### config.mk
export PLATFORM = sky130hd
export DESIGN_NAME = rv_dmem_master
export DESIGN_NICKNAME = d
export VERILOG_FILES = /design/src/rtl/rv_dmem_master.sv
export SDC_FILE = /design/constraint.sdc
export NUM_CORES = 1
export LEC_CHECK = 0
export ABC_AREA = 1
export CAP_MARGIN = 30
export CORE_MARGIN = 3
export CORE_UTILIZATION = 37
export CTS_CLUSTER_DIAMETER = 100
export CTS_CLUSTER_SIZE = 10
export DETAILED_ROUTE_END_ITERATION = 8
export GPL_ROUTABILITY_DRIVEN = 1
export PLACE_DENSITY = 0.73
export SYNTH_ARGS = -nofsm -noshare
export SYNTH_HDL_FRONTEND = slang
export SYNTH_SLANG_ARGS = --single-unit
### constraint.sdc
create_clock -name clk_i -period 5.2 [get_ports clk_i]
set_input_delay 0.52 -clock clk_i [delete_from_list [all_inputs] [get_ports clk_i]]
set_output_delay 0.52 -clock clk_i [all_outputs]
set_load 0.05 [all_outputs]
### src/rtl/rv_dmem_master.sv
// Data-memory bus master: turns single-cycle load/store pulses into one pipelined
// Wishbone access and reports completion, raw load word and bus errors.
module rv_dmem_master #(
    parameter int TIMEOUT_CYCLES = 255
) (
    input  logic        clk_i,
    input  logic        rst_n_i,
    input  logic [31:0] dm_addr_i,
    input  logic [31:0] dm_data_s_i,
    input  logic [3:0]  dm_data_select_i,
    input  logic        dm_load_i,
    input  logic        dm_store_i,
    output logic        dm_ready_o,
    output logic [31:0] dm_data_l_o,
    output logic        dm_load_done_o,
    output logic        dm_store_done_o,
    output logic        dm_bus_error_o,
    output logic [31:0] wb_adr_o,
    output logic [31:0] wb_dat_o,
    output logic [3:0]  wb_sel_o,
    output logic        wb_we_o,
    output logic        wb_cyc_o,
    output logic        wb_stb_o,
    input  logic [31:0] wb_dat_i,
    input  logic        wb_ack_i,
    input  logic        wb_err_i,
    input  logic        wb_stall_i
);

    localparam bit TMO_EN = (TIMEOUT_CYCLES != 0);
    localparam int TMO_W  = TMO_EN ? $clog2(TIMEOUT_CYCLES + 1) : 1;
    localparam logic [TMO_W-1:0] TMO_LAST = TMO_W'(TMO_EN ? TIMEOUT_CYCLES - 1 : 0);

    typedef enum logic [1:0] {IDLE, REQ, WAIT} state_t;

    state_t           state, state_nxt;
    logic [TMO_W-1:0] tmo_cnt;
    logic             accept, complete, fail, timeout_hit, bus_resp;

    // The counter reads k-1 in the k-th cycle with cyc high, so LAST marks the final allowed cycle.
    assign timeout_hit = TMO_EN && (tmo_cnt == TMO_LAST);
    assign bus_resp    = wb_ack_i | wb_err_i;

    assign wb_cyc_o   = (state != IDLE);
    assign wb_stb_o   = (state == REQ);
    assign dm_ready_o = (state == IDLE);

    always_ff @(posedge clk_i or negedge rst_n_i) begin
        if (!rst_n_i) state <= IDLE;
        else          state <= state_nxt;
    end

    always_comb begin
        state_nxt = state;
        accept    = 1'b0;
        complete  = 1'b0;
        fail      = 1'b0;
        case (state)
            IDLE: if (dm_load_i || dm_store_i) begin
                accept    = 1'b1;
                state_nxt = REQ;
            end
            REQ: if (!wb_stall_i) begin
                if (bus_resp) complete  = 1'b1;
                else          state_nxt = WAIT;
            end
            WAIT: if (bus_resp) complete = 1'b1;
            default: state_nxt = IDLE;
        endcase
        // err outranks a simultaneous ack; a real response in the last cycle outranks timeout
        if (complete) begin
            fail = wb_err_i;
        end else if (state != IDLE && timeout_hit) begin
            complete = 1'b1;
            fail     = 1'b1;
        end
        if (complete) state_nxt = IDLE;
    end

    always_ff @(posedge clk_i or negedge rst_n_i) begin
        if (!rst_n_i) tmo_cnt <= '0;
        else if (state == IDLE) tmo_cnt <= '0;
        else tmo_cnt <= tmo_cnt + 1'b1;
    end

    always_ff @(posedge clk_i or negedge rst_n_i) begin
        if (!rst_n_i) begin
            wb_adr_o        <= '0;
            wb_dat_o        <= '0;
            wb_sel_o        <= '0;
            wb_we_o         <= 1'b0;
            dm_data_l_o     <= '0;
            dm_load_done_o  <= 1'b0;
            dm_store_done_o <= 1'b0;
            dm_bus_error_o  <= 1'b0;
        end else begin
            dm_load_done_o  <= 1'b0;
            dm_store_done_o <= 1'b0;
            dm_bus_error_o  <= 1'b0;
            if (accept) begin
                wb_adr_o <= dm_addr_i;
                wb_dat_o <= dm_data_s_i;
                wb_we_o  <= !dm_load_i;
                wb_sel_o <= dm_load_i ? 4'hF : dm_data_select_i;
            end
            if (complete) begin
                dm_bus_error_o <= fail;
                if (wb_we_o) begin
                    dm_store_done_o <= 1'b1;
                end else begin
                    dm_load_done_o <= 1'b1;
                    dm_data_l_o    <= fail ? 32'h0 : wb_dat_i;
                end
            end
        end
    end

endmodule
==> Word-level counts from Yosys, hierarchy flattened <==
Index checks and enable logic that the tools add are counted.
{ "word_totals": {"output_inout_bits": 107, "inputBits": 107, "regBits": 114} }
{ "op_classes": {"bitwise": 2, "n_eq_ne": 7, "mux": 21, "n_reduce_logical": 7, "n_addsub": 1} }
{ "op_table": {"columns": ["cell", "count"], "rows": [
  ["two-way mux 32 bit", 1],
  ["two-way mux 1 bit", 12],
  ["adder 8 x 1 -> 8 bit, second input constant", 1],
  ["== test 8 bit, second input constant", 1],
  ["two-way mux 2 bit", 4],
  ["two-way mux 8 bit", 1],
  ["one-hot mux 2 bit (3 select lines)", 1],
  ["two-way mux 4 bit", 1],
  ["AND reduction 4 bit", 1],
  ["!= test 3 x 1 -> 1 bit, second input constant", 1],
  ["!= test 3 x 2 -> 1 bit, second input constant", 1],
  ["!= test 3 bit, second input constant", 1],
  ["== test 2 x 1 -> 1 bit, second input constant", 1],
  ["== test 2 bit, second input constant", 1],
  ["logical NOT 2 bit", 1],
  ["!= test 2 bit, second input constant", 1],
  ["one-hot mux 1 bit (2 select lines)", 1],
  ["AND reduction 2 bit", 1],
  ["nonzero test 2 bit", 1],
  ["logical AND 1 bit", 1],
  ["logical NOT 1 bit", 1],
  ["logical OR 1 bit", 1],
  ["NOT 1 bit", 1],
  ["OR 1 bit", 1]
]} }

==> Depth between registers and ports, before layout <==
Gate-level depths: netlist of the first run.
{ "depth": {"word_depth": 7, "ltp_mapped": 12, "mapped_depth_nobuf": 10} }

==> Least setup slack after synthesis of the first run <==
Ideal clock, no wire load.
{ "synth_path": {"kind": "reg-to-reg", "from": "register state[0]", "to": "register dm_data_l_o[18]", "t_required_ps": 5080, "t_arrival_ps": 2118, "path_stages_with_launch": 12, "period_less_slack_ps": 2238, "slack_ps": 2962, "path_cell_list": "dfrtp_1 > inv_1 > ha_1 > inv_2 > nand2_1 > nor2_1 > nand2_1 > nand2_1 > nand2_2 > buf_6 > buf_6 > o21ai_2"} }
{ "synth_between": {"elab_chain_len": 5, "elab_cells_between_ends": 10} }
{ "synth_rtl": {"columns": ["element", "line_no", "source"], "rows": [
  ["from (decl)", "36", "state_t state, state_nxt;"],
  ["from (signal assigned)", "50", "else state <= state_nxt;"],
  ["nonzero test 2 bit *", null, null],
  ["via wb_cyc_o", "22", "output logic wb_cyc_o,"],
  ["logical AND 1 bit *", "73", "end else if (state != IDLE && timeout_hit) begin"],
  ["two-way mux 1 bit *", "73", null],
  ["two-way mux 1 bit", "71", "if (complete) begin"],
  ["two-way mux 32 bit or AND reduction 2 bit (tied branches)", null, null],
  ["to (signal assigned)", "112", "dm_data_l_o <= fail ? 32'h0 : wb_dat_i;"],
  ["to (decl)", "14", "output logic [31:0] dm_data_l_o,"]
]} }
The timed path passes the listed nets; every way through them passes the cells marked *.
A chain may end at the register's enable or synchronous reset.

==> Final worst setup path of the first run <==
{ "layout_path": {"from": "register state[0]", "to": "output port wb_cyc_o"} }
{ "layout_between": {"elab_chain_len": 1} }
{ "layout_rtl": {"columns": ["element", "line_no", "source"], "rows": [
  ["nonzero test 2 bit", "44", "assign wb_cyc_o = (state != IDLE);"],
  ["to (decl)", "22", null]
]} }
No other way between the ends.

==> out/qor.yml, run 1 <==
core-area_um2: 12160
drtIter0Drc: 254
start_util_pct: 38.19
p_int_mw: 2.741
dp_hpwl_mm: 9.161
relSlewSlack_pct: 40.81
yosys_warnings: 0
num_rows: 40
cp_max_fo: 8
power.leakage_nw: 3.431
arrival_ns: 2.27
synth_edf_count: 0
routedWlPerCell_um: 14.06
antenna_found_initial: 0
numCtsBuffers: 17
ir_worst_vdd_uv: 445.4
synthTopCellsByArea: "dfrtp_1 (61%), nand2_1 (22%), o21ai_2 (3.8%)"
io_pins: 214
vias_per_cell: 4.512
io_buffers: 213
yosysMostFrequentCell: "nand2_1"
endpoint_kind: "output port"
maxCapViolCount: 0
yosys_most_used_dff: "dfrtp_1"
synth.net_count: 623
grt_setup_unrepaired: "false"
synth.ff_latch_count: 114
grt_pass1_vias: 4198
max_freq_ghz: 0.3581
synth_area_per_cell_um2: 9.125
synth_common_cells: "nand2_1 (276), dfrtp_1 (114), o21ai_2 (20), inv_1 (15)"
hold_viol_final: 0
finalSetupViolations: 0
n_antenna_cell: 0
period_share_pct: 53.70
seqPwrFrac_pct: 27.8
switching_share_pct: 47.46
vias: 4052
cts_root_buf: "clkbuf_16"
report.final.slew_viol_count: 0
drive_gt1_share_pct: 7.534
grt_max_degree: 70
firstDrtPassIters: 4
grt_first_pass_wirelength_mm: 21.00
grtUsageTotal_pct: 18.85
period_minus_slack_ns: 2.792
clk-insertion-delay-late_ns: 0.40
die_h_um: 118.0
worstMarginPinSlew_ns: 0.8879
tns_ns: 0
synth_top_area_share_pct: 61.42
die_x_um: 118.0
htree_levels: 4
ctsHoldBuffers: 0
syn_inst: 509
required_ns: 4.68
drc: 0
netlist_area_um2: 4644
ctsResizeCount: 0
cts_tree: "done"
crit_type: "flop to output port"
yosysSeqAreaShare_pct: 61.42
wirelength_mm: 12.62
ant_nets: 0
clk_path_buf_depth: 2
yosysTopAreaCell: "dfrtp_1"
share_clk_of_total_power_pct: 18.8
ys_async_sr_fraction_pct: 100.0
post_cts_buffers: 0
nets: 837
critPathLaunchType: "flop"
place_congestion: 0.7423
status: "complete, no violations"
slowest_stage: "clkdlybuf4s50_1"
fin_util_pct: 60.72
die_area_um2: 13930
path_clk_slew_ns: 0.05
final_cells: 898
power_density_nw_per_um2: 706.5
numClockSinks: 114
grt_overflow: 0
ys_types: 23
power_frac_comb_pct: 53.4
max_stage_delay_ns: 0.86
place_inst: 872
p_switching_mw: 2.476
fin_worst_skew_ns: 0.005773
hold_class: "input pin to async pin"
syn_to_final_growth_pct: 59.00
path_cells: "inv_1 > ha_1 > inv_2 > clkdlybuf4s50_1"
-- power groups by stage --
stage	registers, mW	logic (mW)	clock network, mW
2_1_floorplan	2.59	0.693	0
3_3_place_gp	1.45	2.76	0
3_5_place_dp	1.45	2.82	0
4_1_cts	1.45	2.82	1.00
5_1_grt	1.49	2.96	1.05
6_report	1.45	2.79	0.981
-- flip-flops by register name, summed over array words and instances, names as in the netlist --
name,cells
dm_data_l_o,32
wb_dat_o,32
dm_bus_error_o,1
wb_sel_o,4
dm_store_done_o,1
wb_we_o,1
wb_adr_o,32
dm_load_done_o,1
state,2
tmo_cnt,8
-- layout by cell type (no fill, tap or decap), types with 2 or more instances in the layout --
cell	count
nor3_1	3
clkbuf_1	5
o21ai_2	20
o22a_1	4
clkbuf_16	17
o21ai_1	3
o21ai_0	13
nand3_1	6
clkdlybuf4s50_1	212
buf_4	4
clkbuf_8	3
nand2_2	4
dfrtp_1	114
a21oi_1	2
ha_1	7
nand2_1	276
nor2_1	13
inv_1	15
inv_2	2
-- layer usage --
layer	routed length [um]	vias up	global-route usage [%]	part of all wire, %
met2	5789	177	28.71	46
met4	344	0	9.084	2.7
met5	0	-	0	0
li1	-	1995	-	-
met3	1057	28	7.304	8.4
met1	5431	1852	23.54	43
-- logic make-up after synthesis --
kind of cell               count (synthesis)  synth area share (%)
and+or+nand+nor                          304                 25.13
DFF                                      114                 61.42
AOI/OAI and AO/OA                         43                 6.816
buffers and inverters                     40                 4.553
adders and majority gates                  7                 1.886
xor gates and xnor gates                   1                0.1886
-- area by class of cell --
type                    count  area (um^2)
multi-input cells         355         1580
well taps                 168        210.2
fillers                  1031         4777
clock buffers              25        485.5
clock inverters             1        5.005
inverters                  17        63.81
flip-flops and latches    114         2853
repair buffers            218         2187
-- worst max-delay path: cells and delay by family (launching register included) --
family	cells	cell delay (ns)
DFF	1	0.39
buffers and inverters	3	1.15
adders and majority gates	1	0.33
-- stage by stage --
step / hold slack, ns / power (mW) / setup WS, ns / cell area (um^2)
after floorplan: 0.2244 / 3.282 / 2.962 / 4644
after global routing: 0.2895 / 5.497 / 2.244 / 7385
after CTS: 0.2548 / 5.276 / 2.347 / 7385
after detailed placement: 0.4593 / 4.267 / 2.542 / 6894
after global placement: 0.4528 / 4.203 / 2.413 / 6859
final: 0.2194 / 5.217 / 2.408 / 7385
-- final timing paths --
path	start	endpoint	slack (ns)	cells after the start
min reg2reg	wb_dat_o[16]$_DFFE_PN0P_	wb_dat_o[16]$_DFFE_PN0P_	0.47	2
min in group clk_i	wb_dat_o[16]$_DFFE_PN0P_	wb_dat_o[16]$_DFFE_PN0P_	0.47	2
min	rst_n_i	dm_data_l_o[14]$_DFFE_PN0P_	0.22	1
max	state[0]$_DFFE_PN0P_	wb_cyc_o	2.41	4
max reg2reg	state[0]$_DFFE_PN0P_	wb_dat_o[12]$_DFFE_PN0P_	2.64	8
max in group asynchronous	rst_n_i	wb_dat_o[18]$_DFFE_PN0P_	3.83	2
Power figures use the tool's default switching activity.
==> inputs of run 2 (changes only) <==
--- a/config.mk
+++ b/config.mk
@@ -13,7 +13,7 @@
 export CTS_CLUSTER_SIZE = 10
 export DETAILED_ROUTE_END_ITERATION = 8
 export GPL_ROUTABILITY_DRIVEN = 1
-export PLACE_DENSITY = 0.73
+export PLACE_DENSITY = 0.76
 export SYNTH_ARGS = -nofsm -noshare
 export SYNTH_HDL_FRONTEND = slang
 export SYNTH_SLANG_ARGS = --single-unit
==> constraint.sdc (replaced) <==
create_clock -name clk_i -period 2.5 [get_ports clk_i]
set_input_delay 0.25 -clock clk_i [delete_from_list [all_inputs] [get_ports clk_i]]
set_output_delay 0.25 -clock clk_i [all_outputs]
set_load 0.05 [all_outputs]
==> out/qor.yml, run 2 (synthesized netlist as in run 1, its figures left out) <==
max_freq_ghz: 0.4437
nets: 841
cp_max_fo: 4
n_fill_cell: 1018
io_buffers: 213
r2r_slack_ns: 0.46
syn_to_final_growth_pct: 61.13
grtUsageTotal_pct: 18.87
required_ns: 2.25
htree_levels: 4
final_cells: 906
drive_gt1_share_pct: 8.672
endpoint_kind: "output port"
clk-insertion-delay-late_ns: 0.41
path_cells: "inv_1 > ha_1 > clkdlybuf4s50_1"
fin_worst_skew_ns: 0.006513
final_common_cell: "nand2_1"
grt_overflow: 0
tns_ns: 0
report.final.slew_viol_count: 0
antenna_found_initial: 0
n_antenna_cell: 0
clk_path_buf_depth: 2
die_h_um: 118.0
period_minus_slack_ns: 2.254
vias: 4139
io_pins: 214
cts_root_buf: "clkbuf_16"
cts_tree: "done"
crit_type: "flop to output port"
critPathLaunchType: "flop"
ir_worst_vdd_uv: 1077
period_share_pct: 90.14
grt_first_pass_wirelength_mm: 20.89
drtIter0Drc: 181
numClockSinks: 114
place_congestion: 0.7555
place_inst: 875
grt_pass1_vias: 4141
hold_viol_final: 0
power_density_nw_per_um2: 1476
ant_nets: 0
arrival_ns: 2.00
start_util_pct: 38.19
numCtsBuffers: 17
path_clk_slew_ns: 0.05
die_x_um: 118.0
most-common-layout-cells: "nand2_1 (276), clkdlybuf4s50_1 (210), dfrtp_1 (114), o21ai_2 (20), clkbuf_16 (17)"
max_stage_delay_ns: 0.85
status: "complete, no violations"
dp_hpwl_mm: 9.059
firstDrtPassIters: 4
worstMarginPinSlew_ns: 0.5538
power.leakage_nw: 3.507
relSlewSlack_pct: 63.08
core-area_um2: 12160
wirelength_mm: 12.51
num_rows: 40
hold_class: "input pin to async pin"
routedWlPerCell_um: 13.81
vias_per_cell: 4.568
maxCapViolCount: 0
grt_max_degree: 66
largestRegisters: "dm_data_l_o x32, wb_adr_o x32, wb_dat_o x32"
drc: 0
slowest_stage: "clkdlybuf4s50_1"
die_area_um2: 13930
grt_setup_unrepaired: "false"
finalSetupViolations: 0
## run 2: cell count changes in the layout (fill, tap and decap cells not counted), sizes merged
cell	before	now
buf	6	9
bufinv	0	1
clkbuf	25	24
clkdlybuf4s50	212	210
clkinv	1	5
dlygate4sd3	0	1
dlymetal6s2s	0	2
## run 2: worst max-delay path, delay by kind of cell (launching register included)
kind	cells	cell delay [ns]
adder cells (fa/ha/maj)	1	0.22
flip-flops	1	0.39
buffers and inverters	2	0.98
## run 2: layout make-up
class / instances / area [um^2] / share of cell area, %
Sequential cell: 114 / 2853 / 38.12
Timing Repair Buffer: 222 / 2230 / 29.79
Multi-Input combinational cell: 355 / 1580 / 21.12
Clock buffer: 24 / 491.7 / 6.571
Tap cell: 168 / 210.2 / 2.809
Inverter: 17 / 63.81 / 0.8527
Clock inverter: 6 / 55.05 / 0.7357
## run 2: worst paths after layout
path,start,endpoint,depth (start not counted)
max,state[1]$_DFFE_PN0P_,wb_stb_o,3
min,rst_n_i,dm_data_l_o[13]$_DFFE_PN0P_,2
max reg2reg,state[1]$_DFFE_PN0P_,wb_adr_o[1]$_DFFE_PN0P_,7
min reg2reg,wb_dat_o[28]$_DFFE_PN0P_,wb_dat_o[28]$_DFFE_PN0P_,2
max in group asynchronous,rst_n_i,wb_adr_o[24]$_DFFE_PN0P_,3
min in group clk_i,dm_addr_i[3],wb_adr_o[3]$_DFFE_PN0P_,3
## run 2: report_power, final
part / switching (mW) / internal (mW)
sequential: 0.416 / 2.58
clock: 0.773 / 1.45
combinational: 4.00 / 1.83
## run 2: repair_timing
item | CTS | global route
setup endpoints to repair | 0 | 2
hold endpoints to repair | 40 | 0
gates resized for setup | 0 | 2
hold buffers | 1 | 0
buffers inserted | 0 | 0
## run 2: through the flow
step | hold slack (ns) | setup WS [ns] | power [mW] | util, % | area, um^2
2_1_floorplan | -0.04559 | 0.2621 | 6.826 | - | 4644
4_1_cts | 0.3591 | 0.02259 | 11.18 | 61.49 | 7478
5_1_grt | 0.3643 | 0.1676 | 11.65 | 61.53 | 7483
3_5_place_dp | 0.2819 | 0.4309 | 8.875 | 56.91 | 6922
6_report | 0.3774 | 0.2465 | 11.04 | 61.53 | 7483
3_3_place_gp | 0.2706 | 0.5045 | 8.776 | 56.91 | 6922
## run 2: layer usage
metal | GRT usage (%) | share of wire (%) | vias up
met4 | 8.278 | 2.3 | 0
li1 | - | - | 2013
met2 | 29.11 | 46 | 168
met3 | 7.016 | 8.1 | 22
met5 | 0 | 0 | -
met1 | 23.79 | 44 | 1936
==> inputs of run 3 (changes only) <==
==> constraint.sdc (replaced) <==
create_clock -name clk_i -period 2.5 [get_ports clk_i]
set_input_delay 0.5 -clock clk_i [delete_from_list [all_inputs] [get_ports clk_i]]
set_output_delay 0.5 -clock clk_i [all_outputs]
set_load 0.05 [all_outputs]
==> out/qor.yml, run 3 (synthesized netlist as in run 1, its figures left out) <==
n_antenna_cell: 0
final_cells: 909
wl_met1_mm: 5.403
clk_path_buf_depth: 2
io_buffers: 213
die_h_um: 118.0
crit_family: "buffers and inverters"
grt_first_pass_wirelength_mm: 21.17
finalSetupViolations: 0
drive_gt1_share_pct: 9.177
cts_root_buf: "clkbuf_16"
dp_hpwl_mm: 9.364
critPathLaunchType: "flop"
fin_worst_skew_ns: 0.01211
met2RoutedLength_mm: 6.063
place_inst: 875
antenna_found_initial: 0
final_common_cell: "nand2_1"
tns_ns: 0
nets: 842
ff2ff_path_depth: 11
grt_setup_unrepaired: "false"
path_clk_slew_ns: 0.05
routedWlPerCell_um: 14.17
io_pins: 214
worstMarginPinSlew_ns: 0.5507
total_power_mw: 11.58
stdcell_area_um2: 7617
drtIter0Drc: 243
start_util_pct: 38.19
vias_per_cell: 4.542
maxCapViolCount: 0
syn_to_final_growth_pct: 64.01
arrival_ns: 1.70
topRoutingLayerUsed: "met4"
cp_num_buf_inv: 2
ant_nets: 0
period_minus_slack_ns: 2.200
path_cells: "inv_1 > ha_1 > dlygate4sd2_1"
n_fill_cell: 1027
max_stage_delay_ns: 0.58
post_cts_buffers: 0
report.final.slew_viol_count: 0
required_ns: 2.00
die_area_um2: 13930
relSlewSlack_pct: 63.17
max_freq_ghz: 0.4546
hold_viol_final: 0
power_density_nw_per_um2: 1521
cp_max_fo: 4
num_rows: 40
core-area_um2: 12160
place_congestion: 0.7746
critical_path_depth: 3
grtUsageTotal_pct: 19.05
drc: 0
clk-insertion-delay-late_ns: 0.40
status: "complete, no violations"
period_share_pct: 88.00
firstDrtPassIters: 4
slowest_stage: "dlygate4sd2_1"
largestRegisters: "dm_data_l_o x32, wb_adr_o x32, wb_dat_o x32"
htree_levels: 4
dpl-instance-area_um2: 6929
die_x_um: 118.0
cts_tree: "done"
worstHoldPathCells: 2
numClockSinks: 114
numCtsBuffers: 17
crit_type: "flop to output port"
ir_worst_vdd_uv: 894.3
grt_max_degree: 65
most-common-layout-cells: "nand2_1 (276), clkdlybuf4s50_1 (209), dfrtp_1 (114), o21ai_2 (20), clkbuf_16 (17)"
endpoint_kind: "output port"
wirelength_mm: 12.88
vias: 4129
grt_overflow: 0
hold_class: "flop to flop"
power.leakage_nw: 3.548
dr_wl_met3_mm: 1.233
hold-worst-slack_ns: 0.4685
grt_pass1_vias: 4158
-- run 3: cell count changes in the layout (fill, tap and decap cells not counted) --
cell	delta
dlygate4sd2_1	+1
buf_12	+2
clkdlybuf4s50_1	-1
clkbuf_1	+1
bufinv_16	+5
clkinvlp_4	+2
clkinv_2	-3
clkbuf_8	-3
dlymetal6s2s_1	-2
buf_4	+1
-- run 3: worst min-delay path: stages (launching register included) --
cell and delay, ns:
dfrtp_1 0.34, nand2_1 0.05, nand2_1 0.05
-- run 3: worst paths after layout --
kind / startpoint / endpoint / slack (ns)
hold reg to reg: wb_adr_o[16]$_DFFE_PN0P_ / wb_adr_o[16]$_DFFE_PN0P_ / 0.47
hold / removal: wb_adr_o[16]$_DFFE_PN0P_ / wb_adr_o[16]$_DFFE_PN0P_ / 0.47
setup / recovery: state[1]$_DFFE_PN0P_ / wb_stb_o / 0.30
setup reg to reg: state[0]$_DFFE_PN0P_ / dm_data_l_o[9]$_DFFE_PN0P_ / 0.54
min in group asynchronous: rst_n_i / dm_data_l_o[10]$_DFFE_PN0P_ / 0.55
max in group asynchronous: rst_n_i / wb_dat_o[8]$_DFFE_PN0P_ / 1.20
-- run 3: routing by layer --
layer / global-route usage [%] / vias up
li1: - / 2014
met1: 22.87 / 1931
met2: 30.36 / 169
met3: 8.986 / 15
met4: 6.154 / 0
met5: 0 / -
-- run 3: power by group --
group	switching (mW)	internal, mW	leakage (nW)
sequential	0.418	2.58	1.46
clock	0.799	1.89	0.314
combinational	4.05	1.85	1.78
-- run 3: timing repair --
action / 4_1_cts / 5_1_grt
hold buffers: 1 / 0
hold endpoints to repair: 22 / 0
resized for setup: 1 / 0
setup endpoints to repair: 1 / 0
-- run 3: stage by stage --
step / util, % / setup slack (ns)
global route: 62.63 / 0.2477
CTS: 62.47 / 0.2774
global placement: 56.98 / 0.3706
floorplan: - / 0.2621
finish: 62.63 / 0.3001
detailed placement: 56.98 / 0.2675
-- run 3: cell type report --
type                       instances  area [um^2]  area share [%]
clock buffer                      22        454.2           5.963
clock inverter                    10        205.2           2.694
multi-input combinational        355         1580           20.75
timing repair buffer             223         2251           29.55
tap                              168        210.2           2.760
inverter                          17        63.81          0.8377
sequential                       114         2853           37.45
